## src/rtl/pc_update.sv

```systemverilog
// pc_update: next-PC stage that owns the architectural PC and hands fetch addresses over a valid/ready handshake.
// Optional MISALIGN_TRAP_EN: redirects to TRAP_VECTOR when the target has bit1 set, and reports it on the trap ports.
module pc_update #(
  parameter int              XLEN         = 32,
  parameter logic [XLEN-1:0] RESET_VECTOR = '0,
  parameter logic [XLEN-1:0] TRAP_VECTOR  = XLEN'(4)
) (
  input  logic            clk,
  input  logic            rst_n,
  input  logic [XLEN-1:0] pc_de,
  input  logic [XLEN-1:0] imm_de,
  input  logic [XLEN-1:0] rs1data_de,
  input  logic [1:0]      jump_kind_de,
  input  logic            jump_state_pre,
  input  logic            ex_valid,
  output logic            ex_ready,
  output logic [XLEN-1:0] pc_fe,
  output logic            pc_valid_fe,
  input  logic            fetch_ready_fe,
  output logic [XLEN-1:0] link_pc,
  output logic            trap_misalign,
  output logic [XLEN-1:0] mtval_misalign
);
  typedef enum logic [1:0] {BOOT, ISSUE, RESOLVE} state_t;
  state_t          r_state, w_next_state;
  logic [XLEN-1:0] r_pc, r_link, w_sum, w_target, w_next_pc;
  logic            w_redirect, w_accept, w_misalign;
  // jump_state_pre is masked by the kind compare first, so an X there cannot leak when kind is 00/11
  assign w_redirect = (jump_kind_de == 2'b10) | ((jump_kind_de == 2'b01) & jump_state_pre);
  assign w_sum      = (jump_kind_de == 2'b10) ? rs1data_de + imm_de : pc_de + imm_de;
  assign w_target   = {w_sum[XLEN-1:1], 1'b0};
  assign w_next_pc  = w_redirect ? w_target : pc_de + XLEN'(4);
  assign w_accept   = (r_state == RESOLVE) & ex_valid;
  assign pc_fe      = r_pc;
  assign link_pc    = r_link;
  always_comb begin
    w_next_state = r_state;
    pc_valid_fe  = 1'b0;
    ex_ready     = 1'b0;
    case (r_state)
      BOOT:    w_next_state = ISSUE;
      ISSUE: begin
        pc_valid_fe = 1'b1;
        if (fetch_ready_fe) w_next_state = RESOLVE;
      end
      RESOLVE: begin
        ex_ready = 1'b1;
        if (ex_valid) w_next_state = ISSUE;
      end
      default: w_next_state = BOOT;
    endcase
  end
  always_ff @(posedge clk) begin
    if (!rst_n) begin
      r_state <= BOOT;
      r_pc    <= RESET_VECTOR;
      r_link  <= '0;
    end else begin
      r_state <= w_next_state;
      if (w_accept) begin
        r_pc   <= w_misalign ? TRAP_VECTOR : w_next_pc;
        r_link <= pc_de + XLEN'(4);
      end
    end
  end
`ifdef MISALIGN_TRAP_EN
  logic            r_trap;
  logic [XLEN-1:0] r_mtval;
  assign w_misalign     = w_redirect & w_target[1];
  assign trap_misalign  = r_trap;
  assign mtval_misalign = r_mtval;
  always_ff @(posedge clk) begin
    if (!rst_n) begin
      r_trap  <= 1'b0;
      r_mtval <= '0;
    end else begin
      r_trap <= w_accept & w_misalign;
      if (w_accept & w_misalign) r_mtval <= w_target;
    end
  end
`else
  assign w_misalign     = 1'b0;
  assign trap_misalign  = 1'b0;
  assign mtval_misalign = '0;
`endif
endmodule
```

## config.mk

```make
export PLATFORM = sky130hd
export DESIGN_NAME = pc_update
export DESIGN_NICKNAME = d
export VERILOG_FILES = /design/src/rtl/pc_update.sv
export SDC_FILE = /design/constraint.sdc
export NUM_CORES = 1
export LEC_CHECK = 0
export ABC_AREA = 1
export CAP_MARGIN = 15
export CORE_ASPECT_RATIO = 0.75
export CORE_MARGIN = 2
export CORE_UTILIZATION = 43
export DETAILED_ROUTE_END_ITERATION = 12
export PLACE_DENSITY = 0.78
export SYNTH_ARGS = -nofsm -noshare
export SYNTH_HDL_FRONTEND = slang
export SYNTH_SLANG_ARGS = --single-unit
```

## constraint.sdc

```tcl
create_clock -name clk -period 3.1 [get_ports clk]
set_clock_uncertainty 0.2 [all_clocks]
set_input_delay 0.62 -clock clk [delete_from_list [all_inputs] [get_ports clk]]
set_output_delay 0.62 -clock clk [all_outputs]
set_load 0.03 [all_outputs]
```

Yosys cells after proc, flatten, opt, wreduce, memory -nomap -nowiden
Index checks and enable logic that the tools add are counted.
{ "word_totals": {"memories": 0, "out_inout_bits": 99, "mem_bits_rw": 0, "regBits": 66, "wordCells": 24, "latchBits": 0, "romBits": 0} }
{ "classes": {"bitwise": 3, "n_mux": 7, "reduce_logical": 2, "shift": 0, "n_lt_le_gt_ge": 0, "multipliers": 0, "addsub": 3, "div_mod_pow": 0, "eq_ne": 6} }
{ "ops": {"columns": ["op", "n"], "rows": [
  ["adder 32 bit", 2],
  ["two-way mux 32 bit", 2],
  ["adder 32 x 3 -> 32 bit (second input constant)", 1],
  ["case mux 2 bit (3 select lines)", 1],
  ["equality test 2 x 1 -> 1 bit (second input constant)", 2],
  ["equality test 2 bit (second input constant)", 2],
  ["two-way mux 2 bit", 2],
  ["inequality test 2 bit (second input constant)", 2],
  ["bitwise AND 1 bit", 2],
  ["logical NOT 2 bit", 1],
  ["two-way mux 1 bit", 2],
  ["AND reduction 2 bit", 1],
  ["bitwise OR 1 bit", 1]
]} }

Longest topological paths before layout
Gate-level depths: netlist (run 1).
{ "logic_depth": {"word_depth": 4, "depth_mapped": 22, "mapped_depth_nobuf": 20} }

Worst setup path before layout (run 1)
No wires, ideal clock.
{ "synth_timing": {"path_kind": "input to register", "from": "input jump_kind_de[0]", "to": "register r_pc[25] (netlist: pc_fe[25])", "arrival_time_ns": 2.823, "path_slack_ns": -0.057, "n_path_buf": 2, "stages": 18, "path_cell_list": "inv_1 -> nand2_2 -> inv_1 -> clkbuf_1 -> clkbuf_1 -> nand2_1 -> o21ai_0 -> ha_1 -> a21o_1 -> a21boi_0 -> o21ai_1 -> nor2_1 -> or2_1 -> nand2_1 -> nand2_1 -> nand3_1 -> nand2_1 -> a21oi_1"} }
{ "synth_via": {"elab_chain_len": 4, "word_cells_on_any_way": 6} }
{ "synth_lines": {"columns": ["item", "line_no", "rtl"], "rows": [
  ["start, declared", "13", "input logic [1:0] jump_kind_de,"],
  ["equality test 2 x 1 -> 1 bit", "29", "assign w_redirect = (jump_kind_de == 2'b10) | ((jump_kind_de == 2'b01) & jump_state_pre);"],
  ["bitwise AND 1 bit", "29", null],
  ["bitwise OR 1 bit", "29", null],
  ["two-way mux 32 bit *", "32", "assign w_next_pc = w_redirect ? w_target : pc_de + XLEN'(4);"],
  ["end signal, assigned", "61", "r_pc <= w_misalign ? TRAP_VECTOR : w_next_pc;"],
  ["end, declared", "26", "logic [XLEN-1:0] r_pc, r_link, w_sum, w_target, w_next_pc;"]
]} }
Every way passes the cells marked *; elsewhere a longest branch is shown, timed or not.
A chain may end at the register's enable or synchronous reset.

Final worst setup path (run 1)
{ "layout_timing": {"from": "input pc_de[0]", "to": "register r_pc[16] (netlist: pc_fe[16])"} }
{ "layout_via": {"elab_chain_len": 3, "word_cells_on_any_way": 4} }
{ "layout_lines": {"columns": ["item", "line_no", "rtl"], "rows": [
  ["start, declared", "10", "input logic [XLEN-1:0] pc_de,"],
  ["adder 32 bit", "30", "assign w_sum = (jump_kind_de == 2'b10) ? rs1data_de + imm_de : pc_de + imm_de;"],
  ["two-way mux 32 bit", "30", null],
  ["two-way mux 32 bit *", "32", null]
]} }
Marks and branches as above.

==> results by group, run 1 <==
Run status
  – Status: finished clean

Global route
  – GRT overflow: 0
  – First-pass GRT wire length: 39,100 um
  – Largest net degree at the start of global routing: 45
  – All-Layer GR Usage: 33.2%
  – Vias in the first global route: between 7,000 and 8,000
  – Initial antenna violation count: 0

Floorplanning
  – Core Region: about 14,000 um2
  – Starting Density: 44.2%
  – Overall die area: 15,200 um2
  – Die width: around 140 um
  – Die extent in y: 107 um
  – I/O pin total: approximately 200
  – Core Rows: 37

Synth
  – Top_reg_cell synth: dfxtp_1
  – Cell Area, Synth: 6100 um2
  – Post-synthesis sequential area ratio: 21.7%
  – Synth Area per Inst: 6.17 um2
  – Cell variety after synth: 46
  – #FFs+latches synth: 66
  – Synth Warn #: 0
  – Post-Syn Instances: 989
  – Asr flop ratio synth: 0%
  – Number of synthesized flops with an enable pin: 0

Route
  – Vias per inst: around 5.4
  – 1st-iter DRT viols: 793
  – DR pass1 iterations: 5
  – DR DRC count: 0
  – Total Wirelength: 26,100 um
  – Avg WL per Cell: between 15 and 20 um
  – Final ANT Viol Nets: 0
  – Via count: 8,109

Clocking
  – TritonCTS sink count: 66
  – CTS Hold Buffers Added: 0
  – H-tree depth: 3
  – CTS Buf Count: 9
  – Worst-case clock buffer depth: 2
  – TritonCTS clock tree: yes
  – Root Buffer: clkbuf_16
  – Reg clk slew, reported paths: about 0.06 ns
  – Clk Latency, worst-skew pair: 0.34 ns

Setup path
  – Cell family with most CP delay: compound AO/OA/AOI/OAI gates
  – Critical-path maximum fanout: 4
  – Element type at the critical path end: register
  – CP arrival: between 3 and 4 ns
  – Worst r2r path cells: 8
  – Worst path cell trace: clkdlybuf4s50_1 > nand2_1 > nand2_2 > nand2_1 > fa_1 > o21ai_2 > a21o_1 > a21oi_2 > or2_2 > nand3_1 > nand3_1 > a21oi_1
  – CP peak stage delay: 0.53 ns
  – Setup crit start kind: input pin
  – Slowest stage cell, crit path: clkdlybuf4s50_1
  – Levels on crit path: 12
  – CP Data Required Time: 3.17 ns
  – Buf+Inv Stages, Crit Path: 1
  – R2R Path Start: r_state[1]
  – Kind of critical path: in2reg
  – Origin of the worst setup path: pc_de[0]

Power
  – Seq pwr share: 26.7%
  – Clock share of power: 29.1%
  – Pint: around 2.1 mW
  – Power per cell area: approximately 340 nW/um2
  – Leakage: 4.43 nW
  – Peak supply drop: approximately 0.27 mV
  – Logic pwr share: 44.2%
  – Sw Ratio: 37.4%
  – Overall power: 3.32 mW
  – Sw power: approximately 1.2 mW

Layout
  – Filler Cells Inserted: 1,163
  – Non-Filler Instances: 1,492
  – Fin util: 70.2%
  – Share of layout cells above drive strength 1: 22.0%
  – Post-layout net count: between 1,000 and 1,500
  – Synthesis-to-layout area growth: 58.6%
  – Most frequent cells in the layout: 237 x nand2_1, 168 x buf_4, 166 x clkdlybuf4s50_1, 108 x inv_1, 82 x nand3_1
  – Antenna Cells: 0
  – Commonest non-fill, non-tap cell in the layout: nand2_1

Min path
  – Hold depth: 2
  – Hold Crit Start: pc_fe[12]
  – Min-delay worst type: reg2reg

Timing
  – F_max: between 0.3 and 0.4 GHz
  – Period utilisation layout: between 90% and 100%
  – RSZ-0062 raised after global routing: false
  – Slew at the pin closest to its max-slew limit: roughly 0.63 ns
  – Setup ws final: 0.0703 ns
  – Max Transition Viols Final: 0
  – Final Critical Period: 3.03 ns
  – Worst relative slew slack: roughly three fifths
  – Final setup vio count: 0
  – Final Hold Vio Count: 0

Place
  – Port Buffer Count: 168
  – Placed insts: ~1,500
  – DP Worst Slack: -0.636 ns
  – Detailed Place HPWL: 20,500 um
  – Gp weighted congestion: 1.04

Flow run
  – MaxCap Viol Count: 0
[cell type report]
| class | instances | area, um2 | area share [%] |
|---|---|---|---|
| clock buffers | 9 | 225 | 2.33 |
| well taps | 175 | 219 | 2.26 |
| multi-input cells | 774 | 4320 | 44.6 |
| flip-flops and latches | 66 | 1320 | 13.6 |
| inverters | 117 | 447 | 4.61 |
| repair buffers | 344 | 3100 | 32.0 |
| clock inverters | 7 | 51.3 | 0.530 |
[Yosys cell counts (2+ instances only)]
cell,n,area (um2)
a21boi_0,2,15.0
a21o_1,6,45.0
a21oi_1,76,380
a21oi_2,3,26.3
a31oi_1,3,18.8
buf_1,3,11.3
buf_2,4,20.0
buf_4,33,248
clkbuf_1,22,82.6
dfxtp_1,66,1320
ha_1,34,425
inv_1,113,424
inv_2,3,11.3
nand2_1,250,938
nand2_2,2,12.5
nand3_1,87,435
nand3_2,3,30.0
nand3b_1,3,22.5
nand4_1,10,62.6
nor2_1,71,267
nor2_2,2,12.5
nor2_4,2,22.5
nor3_1,17,85.1
nor3_2,4,40.0
nor4_1,8,50.1
o211ai_1,23,173
o21a_1,4,30.0
o21ai_0,74,370
o21ai_2,2,17.5
o21bai_1,14,105
or2_2,7,43.8
xnor2_1,4,35.0
xor2_1,21,184
[power groups by stage]
| stage | combinational [mW] | clock [mW] | sequential [mW] |
|---|---|---|---|
| floorplan | 0.639 | 0 | 0.939 |
| global placement | 1.29 | 0 | 0.903 |
| detailed placement | 1.30 | 0 | 0.902 |
| CTS | 1.37 | 0.963 | 0.884 |
| global route | 1.57 | 0.999 | 0.887 |
| finish | 1.47 | 0.966 | 0.885 |
[cells by family (layout without fill, tap and decap cells)]
kind of cell    after synthesis  in the layout  share of synthesized area, %
compound gates              210            210                          19.8
buf+inv                     181            477                          13.5
flops                        66             66                          21.7
fa+ha+maj                    35             35                          7.30
other cells                   1             33                        0.0615
xor+xnor                     26             26                          3.85
simple gates                470            470                          33.8
[worst reg2reg max path, delay by kind of cell, from the launching register on]
| kind | cells | cell delay [ns] |
|---|---|---|
| buffers and inverters | 4 | 0.75 |
| AO/OA/AOI/OAI | 1 | 0.11 |
| flip-flops | 1 | 0.33 |
| AND/OR/NAND/NOR | 3 | 0.47 |
[registers in the layout, summed over array words and instances (netlist names)]
name and flops:
link_pc 32, pc_fe 32, r_state 2
[path summary, 6_finish.rpt]
path                 end  slack, ns
max            pc_fe[16]       0.07
min            pc_fe[12]       0.27
max reg2reg  link_pc[21]       1.13
min reg2reg    pc_fe[12]       0.27
[timing repair]
item / in CTS / in global routing
gates cloned: 1 / 1
pin swaps: 25 / 29
setup buffers: 9 / 6
endpoints found under the setup margin: 24 / 21
resized for setup: 51 / 52
[routing by layer]
layer  GRT usage (%)  vias to the layer above  part of all wire [%]
li1                -                     3877                     -
met1            47.4                     3686                    44
met2            50.9                      499                    42
met3            6.43                       47                    11
met4            9.14                        0                   2.6
met5               0                        -                     0
[metrics by stage]
| step | cell area [um2] | TNS [ns] | hold WS [ns] |
|---|---|---|---|
| after floorplan | 6220 | 0 | 0.298 |
| after global placement | 8970 | -12.78 | 0.253 |
| after global routing | 9680 | 0 | 0.287 |
| after detailed placement | 8970 | -13.91 | 0.255 |
| final | 9680 | 0 | 0.266 |
| after CTS | 9470 | 0 | 0.264 |
(Power assumes the default switching activity.)
==> run 2: changes to the inputs <==
ABC_CLOCK_PERIOD_IN_PS = 3100   (was unset)
RECOVER_POWER = 50   (was unset)
==> run 2 against run 1 <==
Critical path depth did not move; via count fell by 0.79%; count of clock-buffer cells in the layout did not move; first-iteration DRC count fell by 7.4%; sequential share of layout area barely moved; register-to-register slack got worse by 0.26 ns; die area did not move; core utilization barely moved; wire length fell by 0.18%; final area barely moved; non-clock buffer count did not move.
==> results by group, run 2 (synthesized netlist as in run 1, its figures left out) <==
Layout
  – Post-layout net count: 1,450
  – Share of layout cells above drive strength 1: 21.9%
  – Synthesis-to-layout area growth: 58.6%
  – Finished Cell Area: 9680 um2
  – Antenna Cells: 0
  – Commonest non-fill, non-tap cell in the layout: nand2_1
  – Filler Cells Inserted: 1,163
  – Fin util: 70.1%
  – Most frequent cells in the layout: 237 x nand2_1, 167 x buf_4, 109 x inv_1, 108 x clkdlybuf4s50_1, 82 x nand3_1

Route
  – WL met2: 10,900 um
  – Final ANT Viol Nets: 0
  – 1st-iter DRT viols: approximately 730
  – Top Metal Used: met4
  – Met3 routed WL: 2890 um
  – Detailed-routing wirelength on met1: between 10,000 and 15,000 um
  – DR pass1 iterations: 6
  – Total Wirelength: 26,100 um
  – Via count: 8,045
  – Vias per inst: 5.39
  – DR DRC count: 0
  – Avg WL per Cell: 17.5 um

Setup path
  – Setup crit start kind: input pin
  – Element type at the critical path end: register
  – Critical-path maximum fanout: 4
  – CP arrival: 3.09 ns
  – CP Data Required Time: approximately 3.2 ns
  – Kind of critical path: in2reg

Flow run
  – MaxCap Viol Count: 0

Clocking
  – TritonCTS sink count: 66
  – TritonCTS clock tree: yes
  – Reg clk slew, reported paths: approximately 0.060 ns
  – Worst-case clock buffer depth: 2
  – CTS Buf Count: 9
  – Clk Latency, worst-skew pair: 0.34 ns
  – H-tree depth: 3
  – Root Buffer: clkbuf_16

Run status
  – Status: finished clean

Floorplanning
  – Die extent in y: 107 um
  – Die width: 142 um
  – Starting Density: between 40 and 50%
  – Overall die area: 15,200 um2
  – I/O pin total: 202
  – Core Region: between 10,000 and 15,000 um2
  – Core Rows: 37

Timing
  – TNS Setup: 0 ns
  – Max Transition Viols Final: 0
  – F_max: 0.331 GHz
  – RSZ-0062 raised after global routing: false
  – Final Hold Vio Count: 0
  – Worst relative slew slack: 48.5%
  – Period utilisation layout: 97.4%
  – Hold slack: 0.262 ns
  – Slew at the pin closest to its max-slew limit: between 0.7 and 0.8 ns
  – Final setup vio count: 0
  – Final Critical Period: 3.02 ns

Power
  – Leakage: 4.62 nW
  – Peak supply drop: 0.266 mV
  – Power per cell area: 342 nW/um2

Place
  – Gp weighted congestion: 1.04
  – Port Buffer Count: roughly 170
  – Post-DP Area: 8970 um2
  – Detailed Place HPWL: 20,500 um

Global route
  – Vias in the first global route: ~7,400
  – All-Layer GR Usage: 33.2%
  – GRT overflow: 0
  – Initial antenna violation count: 0
  – Largest net degree at the start of global routing: 45
  – First-pass GRT wire length: 39,100 um

Min path
  – Min-delay worst type: reg2reg
[run 2: routing by layer]
metal  vias up  global-route usage [%]
met3        50                    6.43
li1       3863                       -
met1      3633                    47.4
met4         0                    9.14
met2       499                    50.9
met5         -                       0
[run 2: critical path: stages]
cell,delay (ns)
clkdlybuf4s50_1,0.53
nand2_1,0.09
nand2_2,0.13
nand2_1,0.10
fa_1,0.41
o21ai_2,0.23
a21o_1,0.27
a21oi_2,0.09
or2_2,0.27
nand3_1,0.09
nand3_1,0.08
a21oi_1,0.18
[run 2: final timing paths]
| kind | startpoint | end | slack, ns | cells after the start |
|---|---|---|---|---|
| min reg2reg | pc_fe[12] | pc_fe[12] | 0.26 | 2 |
| max reg2reg | r_state[1] | link_pc[17] | 0.87 | 8 |
| min | pc_fe[12] | pc_fe[12] | 0.26 | 2 |
| max | pc_de[0] | pc_fe[16] | 0.08 | 12 |
[run 2: area by class of cell]
class                           count  area, um2  share of cell area, %
Inverter                          117        447                   4.62
Tap cell                          175        219                   2.26
Timing Repair Buffer              344       3090                   32.0
Clock inverter                      7       51.3                  0.530
Sequential cell                    66       1320                   13.7
Multi-Input combinational cell    774       4320                   44.6
Clock buffer                        9        225                   2.33
[run 2: per-stage QoR]
stage / instances / setup WS (ns) / total power, mW
2_1_floorplan: 1021 / 0.0222 / 1.58
3_3_place_gp: 1459 / -0.686 / 2.20
3_5_place_dp: 1459 / -0.636 / 2.21
4_1_cts: 1485 / 0.0799 / 3.22
5_1_grt: 1492 / 0.000683 / 3.44
6_report: 1492 / 0.0808 / 3.31
[run 2: what timing repair did]
action	CTS	global route
pin swaps	25	29
hold buffers	0	0
hold endpoints to repair	0	0
setup buffers	9	6
gates resized for setup	51	52
setup endpoints to repair	24	21
gates cloned	1	1
[run 2: power breakdown]
group	leakage, nW	internal [mW]	switching [mW]
logic	3.96	0.654	0.804
clock network	0.132	0.545	0.419
registers	0.534	0.871	0.0133
